**config.mk**
```make
export PLATFORM = sky130hd
export DESIGN_NAME = cle_label_reader
export DESIGN_NICKNAME = d
export VERILOG_FILES = /design/src/rtl/cle_pkg.sv /design/src/rtl/cle_byte_packer.sv /design/src/rtl/cle_label_reader.sv
export SDC_FILE = /design/constraint.sdc
export NUM_CORES = 1
export LEC_CHECK = 0
export ABC_AREA = 1
export ABC_CLOCK_PERIOD_IN_PS = 5200
export BUFFER_PORTS_ARGS = -buffer_cell sky130_fd_sc_hd__buf_2
export CAP_MARGIN = 20
export CORE_MARGIN = 2
export CORE_UTILIZATION = 54
export DETAILED_ROUTE_END_ITERATION = 10
export GPL_TIMING_DRIVEN = 0
export HOLD_SLACK_MARGIN = 0.08
export PLACE_DENSITY = 0.9
export SLEW_MARGIN = 20
export SYNTH_ARGS = -nofsm -noshare
export SYNTH_HDL_FRONTEND = slang
export SYNTH_SLANG_ARGS = --single-unit
```
**constraint.sdc**
```tcl
create_clock -name clk -period 5.2 [get_ports clk]
set_clock_uncertainty 0.15 [all_clocks]
set_input_delay 1.04 -clock clk [delete_from_list [all_inputs] [get_ports clk]]
set_output_delay 1.04 -clock clk [all_outputs]
set_load 0.05 [all_outputs]
```
**src/rtl/cle_pkg.sv**
```systemverilog
// Shared types and default geometry for the label read-back path.
// Design-wide option: CLE_CHECK_EN enables the ROM compare in cle_label_reader.
package cle_pkg;

  localparam int unsigned IMG_W  = 32;
  localparam int unsigned IMG_H  = 32;
  localparam int unsigned LBL_W  = 8;

  localparam int unsigned PIX    = IMG_W * IMG_H;
  localparam int unsigned BYTES  = PIX / 8;
  localparam int unsigned ADDR_W = $clog2(PIX);
  localparam int unsigned IDX_W  = $clog2(BYTES);
  localparam int unsigned CNT_W  = $clog2(PIX + 1);

  typedef enum logic [1:0] {
    StIdle,
    StRead,
    StOut,
    StDone
  } state_e;

endpackage

```
**src/rtl/cle_byte_packer.sv**
```systemverilog
// Shifts one foreground bit per label into a byte, first pixel ending in bit 7.
module cle_byte_packer #(
  parameter int unsigned LBL_W = cle_pkg::LBL_W
) (
  input  logic             clk,
  input  logic             reset,
  input  logic             i_clr,
  input  logic             i_shift,
  input  logic [LBL_W-1:0] i_lbl,
  output logic             o_fg,
  output logic [7:0]       o_byte_next
);

  logic [7:0] r_sr;

  assign o_fg        = |i_lbl;
  assign o_byte_next = {r_sr[6:0], o_fg};

  always_ff @(posedge clk) begin
    if (reset || i_clr) begin
      r_sr <= 8'h00;
    end else if (i_shift) begin
      r_sr <= o_byte_next;
    end
  end

endmodule

```
**src/rtl/cle_label_reader.sv**
```systemverilog
// Scans the label SRAM, re-packs it to 1 bpp bytes and streams them out with stats.
// Optional macro CLE_CHECK_EN: compares each packed byte against the source ROM.
module cle_label_reader #(
  parameter int unsigned IMG_W = cle_pkg::IMG_W,
  parameter int unsigned IMG_H = cle_pkg::IMG_H,
  parameter int unsigned LBL_W = cle_pkg::LBL_W,
  localparam int unsigned AW   = $clog2(IMG_W * IMG_H),
  localparam int unsigned IW   = $clog2(IMG_W * IMG_H / 8),
  localparam int unsigned CW   = $clog2(IMG_W * IMG_H + 1)
) (
  input  logic             clk,
  input  logic             reset,
  input  logic             start,
  input  logic [LBL_W-1:0] sram_q,
  output logic [AW-1:0]    sram_a,
  output logic [LBL_W-1:0] sram_d,
  output logic             sram_wen,
  input  logic [7:0]       rom_q,
  output logic [IW-1:0]    rom_a,
  output logic             out_valid,
  input  logic             out_ready,
  output logic [7:0]       out_data,
  output logic [IW-1:0]    out_idx,
  output logic             busy,
  output logic             done,
  output logic [CW-1:0]    fg_count,
  output logic [LBL_W-1:0] max_label,
  output logic [7:0]       mismatch_cnt,
  output logic [IW-1:0]    first_mm_idx
);
  import cle_pkg::*;

  localparam logic [IW-1:0] LastIdx = IW'(IMG_W * IMG_H / 8 - 1);

  state_e           r_state, w_state_nxt;
  logic [IW-1:0]    r_idx, w_idx_nxt;
  logic [3:0]       r_c, w_c_nxt;
  logic [7:0]       r_out_data, w_out_data_nxt;
  logic [CW-1:0]    r_fg, w_fg_nxt;
  logic [LBL_W-1:0] r_max, w_max_nxt;
  logic             w_scan_start;
  logic             w_byte_done;
  logic             w_pk_shift;
  logic             w_pk_fg;
  logic [7:0]       w_pk_byte;

  cle_byte_packer #(
    .LBL_W (LBL_W)
  ) u_packer (
    .clk         (clk),
    .reset       (reset),
    .i_clr       (w_scan_start),
    .i_shift     (w_pk_shift),
    .i_lbl       (sram_q),
    .o_fg        (w_pk_fg),
    .o_byte_next (w_pk_byte)
  );

  // Pixel c is addressed at count c; its data arrives, and is packed, at count c+1.
  assign sram_a    = {r_idx, r_c[2:0]};
  assign sram_d    = '0;
  assign sram_wen  = 1'b1;
  assign out_valid = (r_state == StOut);
  assign out_data  = r_out_data;
  assign out_idx   = r_idx;
  assign busy      = (r_state == StRead) || (r_state == StOut);
  assign done      = (r_state == StDone);
  assign fg_count  = r_fg;
  assign max_label = r_max;

  assign w_scan_start = start && ((r_state == StIdle) || (r_state == StDone));
  assign w_byte_done  = (r_state == StRead) && (r_c == 4'd8);
  assign w_pk_shift   = (r_state == StRead) && (r_c != 4'd0);

  always_comb begin
    w_state_nxt    = r_state;
    w_idx_nxt      = r_idx;
    w_c_nxt        = r_c;
    w_out_data_nxt = r_out_data;
    w_fg_nxt       = r_fg;
    w_max_nxt      = r_max;
    unique case (r_state)
      StIdle, StDone: begin
        if (start) begin
          w_state_nxt = StRead;
          w_idx_nxt   = '0;
          w_c_nxt     = 4'd0;
          w_fg_nxt    = '0;
          w_max_nxt   = '0;
        end
      end
      StRead: begin
        w_c_nxt = r_c + 4'd1;
        if (w_pk_shift) begin
          if (w_pk_fg) w_fg_nxt = r_fg + 1'b1;
          if (sram_q > r_max) w_max_nxt = sram_q;
        end
        if (w_byte_done) begin
          w_c_nxt        = 4'd0;
          w_out_data_nxt = w_pk_byte;
          w_state_nxt    = StOut;
        end
      end
      StOut: begin
        if (out_ready) begin
          if (r_idx == LastIdx) begin
            w_state_nxt = StDone;
          end else begin
            w_idx_nxt   = r_idx + 1'b1;
            w_state_nxt = StRead;
          end
        end
      end
      default: w_state_nxt = StIdle;
    endcase
  end

  always_ff @(posedge clk) begin
    if (reset) begin
      r_state    <= StIdle;
      r_idx      <= '0;
      r_c        <= 4'd0;
      r_out_data <= 8'h00;
      r_fg       <= '0;
      r_max      <= '0;
    end else begin
      r_state    <= w_state_nxt;
      r_idx      <= w_idx_nxt;
      r_c        <= w_c_nxt;
      r_out_data <= w_out_data_nxt;
      r_fg       <= w_fg_nxt;
      r_max      <= w_max_nxt;
    end
  end

`ifdef CLE_CHECK_EN
  logic [7:0]    r_mm_cnt;
  logic [IW-1:0] r_first_mm;

  assign rom_a        = r_idx;
  assign mismatch_cnt = r_mm_cnt;
  assign first_mm_idx = r_first_mm;

  // rom_q for this byte has settled by the time the last pixel is packed.
  always_ff @(posedge clk) begin
    if (reset || w_scan_start) begin
      r_mm_cnt   <= 8'h00;
      r_first_mm <= '0;
    end else if (w_byte_done && (w_pk_byte != rom_q)) begin
      if (r_mm_cnt != 8'hFF) r_mm_cnt <= r_mm_cnt + 8'd1;
      if (r_mm_cnt == 8'h00) r_first_mm <= r_idx;
    end
  end
`else
  logic w_unused_rom;

  assign w_unused_rom = ^rom_q;
  assign rom_a        = '0;
  assign mismatch_cnt = 8'h00;
  assign first_mm_idx = '0;
`endif

endmodule
```
# == After elaboration in Yosys (flattened, before gate mapping) ==
# Index checks and enable logic that the tools add are counted.
# op_classes
muxes,20
reduce_logical,18
n_lt_le_gt_ge,1
n_addsub,3
eq_ne,12
# op_table
op,count
11-bit 2-to-1 mux,3
8-bit 2-to-1 mux,3
11-bit case mux with 2 select lines,1
7-bit 2-to-1 mux,3
8-bit case mux with 2 select lines,1
7-bit case mux with 2 select lines,1
4-bit AND reduction,3
11-bit by 1-bit adder with 11-bit output (second input constant),1
8-bit > comparator,1
2-bit 2-to-1 mux,4
4-bit 2-to-1 mux,2
2-bit by 1-bit inequality test with 1-bit output (second input constant),4
4-bit case mux with 2 select lines,1
8-bit OR reduction,1
7-bit by 1-bit adder with 7-bit output (second input constant),1
7-bit equality test (second input constant),1
2-bit inequality test (second input constant),3
2-bit case mux with 3 select lines,1
4-bit by 1-bit adder with 4-bit output (second input constant),1
2-bit equality test (second input constant),2
4-bit equality test (second input constant),1
2-bit AND reduction,2
2-bit nonzero test,2
4-bit nonzero test,1
other kinds (6),10
# totals
input_bits,20
output_inout_bits,78
elab_cells,61
ff_bits,47

# == Logic depth before layout (Yosys ltp) ==
# Gate-level depths: netlist of the first run.
# depth
ltp_word,4
depth_mapped,12
depth_no_buf,12

# == Cells and area by module ==
# Synthesis of the first run repeated with hierarchy kept, for this count alone.
# unflattened
hier_cells,394
area_unflattened_um2,2839.0
# by_module_without_submodules
mod,area_each_um2,n_inst,seq_area_each_um2,cells_per_inst
cle_label_reader,2557.5,1,800.8,356
cle_byte_packer,281.5,1,140.1,38

# == Least setup slack after synthesis of the first run ==
# OpenSTA, ideal clock, no wires.
# synth_timing
path_type,input to register
start,input port sram_q[7]
end,register r_max[0] (netlist: max_label[0])
setup_time_ns,0.132
t_required_ns,4.918
n_path_buf,0
cell_stages,8
setup_slack_ns,2.809
t_arrival_ns,2.109
path_cell_list,ha_1 -> nand2_1 -> nor2_1 -> nand2_1 -> nand2_1 -> nand2_2 -> nand3_1 -> a21oi_1
# synth_between
elab_chain_cells,3
# synth_rtl
item,line,source
"start, declared",cle_label_reader.sv:14,"input logic [LBL_W-1:0] sram_q,"
8-bit > comparator,cle_label_reader.sv:96,if (sram_q > r_max) w_max_nxt = sram_q;
2-bit by 1-bit inequality test with 1-bit output (no source line),-,
4-bit AND reduction (no source line),-,
"end signal, assigned",cle_label_reader.sv:132,r_max <= w_max_nxt;
"end, declared",cle_label_reader.sv:40,"logic [LBL_W-1:0] r_max, w_max_nxt;"
# Every way passes these cells.
# A chain may end at the register's enable or synchronous reset.

# == Worst setup path after layout of the first run ==
# layout_timing
start,register r_state[0]
end,output port busy
# layout_between
elab_chain_cells,2
word_cells_on_any_way,3
classes_between,eq/ne (2); reduce/logical (1)
# layout_rtl
item,line,source
"start, declared",cle_label_reader.sv:35,"state_e r_state, w_state_nxt;"
"start signal, assigned",cle_label_reader.sv:120,r_state <= StIdle;
"start signal, assigned",cle_label_reader.sv:127,r_state <= w_state_nxt;
2-bit by 1-bit equality test with 1-bit output or 2-bit equality test (tied branches),cle_label_reader.sv:66,assign busy = (r_state == StRead) || (r_state == StOut);
1-bit logical OR *,cle_label_reader.sv:66,
"end, declared",cle_label_reader.sv:24,"output logic busy,"
# Mark *: on every way between the ends. The rest lies on a longest branch, timed or not.

==> impl_results.md, run 1 <==
- Outcome: completed
- Final number of hold-violating endpoints: 0
- Number of instances in the synthesized netlist: 399
- Synthesized area per cell: 7.09 um2
- CTS tree: yes
- Die area: 0.00583 mm2
- Sequential area share after synthesis: 33.3%
- Hold Path Class: register to register
- VDD IR max: 195 uV
- Antenna diodes: 0
- Fraction of layout cells with a size suffix above 1: 24.7%
- Finished Core Util: 67.6%
- Crit path max-delay cell type: dfxtp_1
- Startpoint types: register
- Maximum clock frequency: 363 MHz
- Clock Path Buffers: 2
- CP delay by family, top: buffers and inverters
- CP endpoint kind: output pin
- Setup crit start: r_state[0]
- Worst slew pin tran: 0.531 ns
- Number of synthesized register bits: 47
- # IOs: 98
- Wirelength per Cell: 11.5 um
- Post-cts gate resize count: 0
- Cell mode on critical path: inv_1
- Vias in the first global route: 2440
- Vias per std cell: 4.94
- H-tree levels: 2
- DRC: 0
- WP data arrival: 1.57 ns
- Setup WS pre-CTS: 2.48 ns
- Initial DRT Pass Iterations: 6
- Max-slew violations: 0
- Synthesis warning total: 0
- Power Density: 331 mW/mm2
- Syn Std Cell Area: 0.00283 mm2
- EDFF count, synth: 0
- Sequential Power Share: 34.9%
- TritonCTS Buffers: 5
- Clock share of power: 24.6%
- Netlist cell types: 29
- Hold Buf Count CTS: 0
- Post-route ant nets: 0
- Final setup fails: 0
- Gr usage total: 21.9%
- Fin crit share: 53.0%
- Synth Flop Type: dfxtp_1
- Unrepaired setup endpoints after global routing: no
- Setup bufs post-CTS: 0
- WP buf/inv: 3
- Switching Share: 42.9%
- Setup_tns: 0 ns
- Initial Util: 55.7%
- Fin nets: 529
- Core area: 0.00507 mm2
- WP data required: 4.01 ns
- Max-Slew Margin vs Limit: 64.6%
- CTS Root Cell: clkbuf_8
- Max Cap Viol: 0
- Reg-to-reg critical path startpoint: r_state[0]
- Die Height: 76.4 um
- Crit-path cells: inv_1 -> ha_1 -> inv_1 -> buf_2
- Async set-reset flop share out of synthesis: 0%
- Largest net degree at the start of global routing: 15
- FP Rows: 26
- GPL Wtd Cong: 0.881
- DRT Wirelength: 6500 um
- Pint: 0.649 mW
- CTS Sinks: 47
- Antenna violations before repair: 0
- CP max stage delay: 0.41 ns
- Detail Placement HPWL: 4780 um
- Switching power: 0.486 mW
- Worst Slack Setup Final: 2.44 ns
- Via count: 2787
- Crit path time final: 2.76 ns
- Start point of the worst hold path: out_data[6]
- Power share of the combinational group: 40.5%
- Global-route wire length before repair: 10800 um
- # port buffers: 58
- Worst-Skew Late Latency: 0.30 ns
- Grt ovf: 0
- Area grow syn2layout: 21.4%
- Worst Path Class, Setup: register to output pin
- Drt initial violations: 205
- CP max FO: 5
- Leakage: 1.61 nW
- Clock Pin Slew Worst Setup and Hold Paths: 0.09 ns
- Die X: 76.4 um
-- cells by family (layout without fill, tap and decap cells) --
group	Yosys count	count (layout)	synth area share, %
buffers and inverters	85	151	16.9
other	2	31	0.266
AOI/OAI and AO/OA	58	58	11.9
xor gates and xnor gates	5	5	1.55
DFF	47	47	33.3
and+or+nand+nor	186	186	29.1
adders and majority gates	16	16	7.08
-- tightest hold or removal path, stage by stage, from the launching register on --
cell     delay [ns]
dfxtp_1        0.32
nand2_1        0.06
a21oi_1        0.05
-- area by class of cell --
class	instances	area (um2)
clock inverter	2	35.0
tap	70	87.6
inverter	38	143
timing repair buffer	58	290
sequential	47	941
multi-input combinational	296	1520
clock buffer	6	82.6
fill	439	1640
buffer	47	334
-- path summary, 6_finish.rpt --
kind	endpoint	slack, ns	depth (start not counted)
max	busy	2.44	4
min	out_data[6]	0.31	2
max reg2reg	max_label[0]	3.05	8
min reg2reg	out_data[6]	0.31	2
-- layout by cell type, fill, tap and decap left out, types with 16 or more instances in the layout --
| cell type | n |
|---|---|
| nand2_1 | 90 |
| dfxtp_1 | 47 |
| ha_1 | 16 |
| buf_2 | 58 |
| nor2_1 | 42 |
| nand3_1 | 27 |
| conb_1 | 31 |
| buf_4 | 42 |
| inv_1 | 36 |
| a21oi_1 | 42 |
-- power by group through the flow --
stage / sequential [mW] / clock [mW] / combinational (mW)
floorplan: 0.415 / 0 / 0.350
global placement: 0.402 / 0 / 0.440
detailed placement: 0.404 / 0 / 0.451
CTS: 0.396 / 0.282 / 0.456
global route: 0.399 / 0.295 / 0.497
finish: 0.396 / 0.279 / 0.460
-- flip-flops by register name (all words and copies together) (netlist names) --
signal	cells
fg_count	11
max_label	8
out_data	8
r_state	2
r_c	4
u_packer.r_sr	7
out_idx	7
-- metal layers --
| metal | GRT usage (%) | part of all wire [%] | up-vias |
|---|---|---|---|
| met5 | 0 | 0 | - |
| met3 | 4.98 | 7.9 | 10 |
| met4 | 5.64 | 0.80 | 0 |
| li1 | - | - | 1405 |
| met2 | 37.6 | 48 | 127 |
| met1 | 27.6 | 43 | 1245 |
-- stage by stage --
| step | std cells | power [mW] | area [um2] | hold slack, ns |
|---|---|---|---|---|
| detailed placement | 556 | 0.855 | 3310 | 0.303 |
| floorplan | 428 | 0.765 | 2940 | 0.305 |
| global placement | 556 | 0.842 | 3310 | 0.302 |
| CTS | 564 | 1.13 | 3430 | 0.322 |
| finish | 564 | 1.13 | 3430 | 0.314 |
| global route | 564 | 1.19 | 3430 | 0.338 |
-- Yosys cell counts (3+ instances only) --
| cell | instances | area share (%) |
|---|---|---|
| nand2_1 | 90 | 12 |
| dfxtp_1 | 47 | 33 |
| a21oi_1 | 42 | 7.4 |
| buf_4 | 42 | 11 |
| nor2_1 | 42 | 5.6 |
| inv_1 | 36 | 4.8 |
| nand3_1 | 27 | 4.8 |
| ha_1 | 16 | 7.1 |
| nand3b_1 | 8 | 2.1 |
| nand4_1 | 8 | 1.8 |
| o21ai_0 | 6 | 1.1 |
| clkbuf_1 | 5 | 0.66 |
| xor2_1 | 4 | 1.2 |
| a211oi_1 | 3 | 0.80 |
| nor2_2 | 3 | 0.66 |
No activity file was read; power rests on OpenSTA's default activity.
==> run 2, diff against run 1 <==
--- a/config.mk
+++ b/config.mk
@@ -6,15 +6,15 @@
 export NUM_CORES = 1
 export LEC_CHECK = 0
 export ABC_AREA = 1
-export ABC_CLOCK_PERIOD_IN_PS = 5200
+export ABC_CLOCK_PERIOD_IN_PS = 2600
 export BUFFER_PORTS_ARGS = -buffer_cell sky130_fd_sc_hd__buf_2
 export CAP_MARGIN = 20
 export CORE_MARGIN = 2
-export CORE_UTILIZATION = 54
+export CORE_UTILIZATION = 50
 export DETAILED_ROUTE_END_ITERATION = 10
 export GPL_TIMING_DRIVEN = 0
 export HOLD_SLACK_MARGIN = 0.08
-export PLACE_DENSITY = 0.9
+export PLACE_DENSITY = 0.85
 export SLEW_MARGIN = 20
 export SYNTH_ARGS = -nofsm -noshare
 export SYNTH_HDL_FRONTEND = slang
==> constraint.sdc (replaced) <==
create_clock -name clk -period 2.6 [get_ports clk]
set_clock_uncertainty 0.15 [all_clocks]
set_input_delay 0.52 -clock clk [delete_from_list [all_inputs] [get_ports clk]]
set_output_delay 0.52 -clock clk [all_outputs]
set_load 0.05 [all_outputs]
==> run 2 against run 1 <==
Against the previous run:
- critical path depth is the same
- count of clock-buffer cells in the layout shrank 1
- combinational power grew 98%
- power grew 99%
- cell area is essentially flat
- first-iteration DRC count shrank 38%
- sequential share of layout area is essentially flat
- non-clock buffer count is the same
- via count shrank 1.5%
- die area grew 7.6%
- worst hold slack gained 0.0050 ns
==> impl_results.md, run 2 (synthesized netlist as in run 1, its figures left out) <==
- Clock Path Buffers: 2 (unchanged)
- Crit-path cells: inv_1 -> ha_1 -> inv_1 -> buf_2
- Hold slack: 0.319 ns (+0.00501 ns)
- Grt ovf: 0 (unchanged)
- Hold Buf Count CTS: 0 (unchanged)
- VDD IR max: 457 uV (+130%)
- Cell mode on critical path: inv_1
- Initial Util: 51.7% (-4.1 points)
- Vias per std cell: 4.85 (-1.9%)
- H-tree levels: 2 (unchanged)
- Finished Core Util: 62.7% (-4.9 points)
- Antenna violations before repair: 0 (unchanged)
- Die Height: 79.2 um (+3.7%)
- Clock share of power: 24.6% (about the same)
- Fraction of layout cells with a size suffix above 1: 24.7% (unchanged)
- DRC: 0 (unchanged)
- Wirelength per Cell: 11.5 um (about the same)
- Worst Path Class, Setup: register to output pin
- Switching Share: 43.5% (+0.66 points)
- Start point of the worst hold path: out_data[5]
- Commonest non-fill, non-tap cells in the layout: nand2_1 (90), buf_2 (58), dfxtp_1 (47)
- Max-slew violations: 0 (unchanged)
- Setup bufs post-CTS: 0 (unchanged)
- Post-cts gate resize count: 0 (unchanged)
- WP data arrival: 1.55 ns (-0.02 ns)
- Total power: 2.26 mW (+99%)
- CTS tree: yes
- Max FFs per register: 11 (unchanged)
- WP data required: 1.93 ns (-2.08 ns)
- Multi-input gate area: 0.00152 mm2 (unchanged)
- R2R Path End: max_label[6]
- DP Cell Count: 558 (+0.36%)
- CTS Sinks: 47 (unchanged)
- Unrepaired setup endpoints after global routing: no
- Drt initial violations: 127 (-38%)
- Storage element area: 941 um2 (unchanged)
- Max Cap Viol: 0 (unchanged)
- Crit path max-delay cell type: dfxtp_1
- Fin crit share: 85.4%
- TritonCTS Buffers: 5 (unchanged)
- WP buf/inv: 3 (unchanged)
- Gr usage total: 21.1% (-0.71 points)
- Setup_tns: 0 ns (unchanged)
- Switching power: 0.984 mW (+100%)
- CP delay by family, top: buffers and inverters
- Fin nets: 529 (unchanged)
- Initial DRT Pass Iterations: 4 (-2)
- Max-Slew Margin vs Limit: 64.2% (-0.44 points)
- Pint: 1.28 mW (+97%)
- Global-route wire length before repair: 10800 um (+0.38%)
- FF-to-FF path depth: 8 (unchanged)
- # IOs: 98 (unchanged)
- Worst-Skew Late Latency: 0.31 ns (about the same)
- Final instance area: 0.00343 mm2 (about the same)
- # port buffers: 58 (unchanged)
- Antenna diodes: 0 (unchanged)
- Power share of the combinational group: 40.4% (about the same)
- CP endpoint kind: output pin
- Largest net degree at the start of global routing: 17 (+2)
- Sequential Power Share: 35.1% (+0.2 points)
- Die area: 0.00627 mm2 (+7.6%)
- Final number of hold-violating endpoints: 0 (unchanged)
- GPL Wtd Cong: 0.883 (+0.24%)
- Final setup fails: 0 (unchanged)
- Hold Path Class: register to register
- Area grow syn2layout: 21.4% (about the same)
- CP max FO: 5 (unchanged)
- Die X: 79.2 um (+3.7%)
- Reg-to-reg critical path startpoint: r_state[0]
- FP Rows: 27 (+3.8%)
- # fillers: 521 (+19%)
- Worst Hold Depth: 2 (unchanged)
- Worst reg-to-reg setup slack: 0.44 ns (-2.61 ns)
- Startpoint types: register
- Power Density: 659 mW/mm2 (+99%)
- Crit path time final: 2.22 ns
- Maximum clock frequency: 450 MHz
- Detail Placement HPWL: 4930 um (+3.2%)
- Vias in the first global route: 2437 (-0.12%)
- Leakage: 1.61 nW (-0.15%)
- Core area: 0.00547 mm2 (+7.8%)
- CP max stage delay: 0.42 ns (about the same)
- Post-DP Area: 0.00332 mm2 (about the same)
- Outcome: completed
- Via count: 2745 (-1.5%)
- Worst Hold End: out_data[5]
- Clock Pin Slew Worst Setup and Hold Paths: 0.10 ns (about the same)
- Non-filler cells, final: 566 (+0.35%)
- CTS Root Cell: clkbuf_8
- Worst Slack Setup Final: 0.380 ns (-2.06 ns)
- Commonest non-fill, non-tap cell in the layout: nand2_1
- DRT Wirelength: 6520 um (+0.34%)
- Post-route ant nets: 0 (unchanged)
- Setup WS pre-CTS: 0.326 ns (-2.15 ns)
- Worst slew pin tran: 0.537 ns (+0.00657 ns)
==> run 2: changes by cell type in the layout (fill, tap and decap cells not counted), sizes merged <==
cell    before  now
clkbuf      11   10
inv         38   39
==> run 2: worst max-delay path by stage <==
| stage | from | to | slack [ns] | cells after the start |
|---|---|---|---|---|
| floorplan | max_label[7] | max_label[0] | 0.51 | 9 |
| global placement | sram_q[7] | max_label[4] | 0.43 | 9 |
| detailed placement | sram_q[7] | max_label[6] | 0.33 | 9 |
| CTS | r_state[0] | busy | 0.37 | 4 |
| global route | r_state[0] | max_label[1] | 0.26 | 9 |
| finish | r_state[0] | busy | 0.38 | 4 |
==> run 2: final cells by class <==
type	count	share of cell area, %
multi-input combinational	296	44.2
clock inverter	3	1.38
clock buffer	5	2.00
inverter	38	4.15
tap	72	2.62
buffer	47	9.73
sequential	47	27.4
timing repair buffer	58	8.45
==> run 2: metal layers <==
metal	GRT usage, %	wire length, um	up-vias
met5	0	0	-
met3	3.98	429	10
met2	36.0	3180	88
met1	26.8	2840	1244
met4	7.24	78	0
li1	-	-	1403
==> run 2: power by group through the flow <==
| stage | Clock (mW) | Sequential [mW] | Combinational (mW) |
|---|---|---|---|
| floorplan | 0 | 0.830 | 0.701 |
| global placement | 0 | 0.805 | 0.880 |
| detailed placement | 0 | 0.808 | 0.903 |
| CTS | 0.560 | 0.792 | 0.909 |
| global route | 0.600 | 0.799 | 0.995 |
| finish | 0.555 | 0.793 | 0.913 |
==> run 2: tightest hold or removal path, delay by kind of cell (launching register included) <==
kind / cells / cell delay, ns
and+or+nand+nor: 1 / 0.06
DFF: 1 / 0.32
AOI/OAI and AO/OA: 1 / 0.05
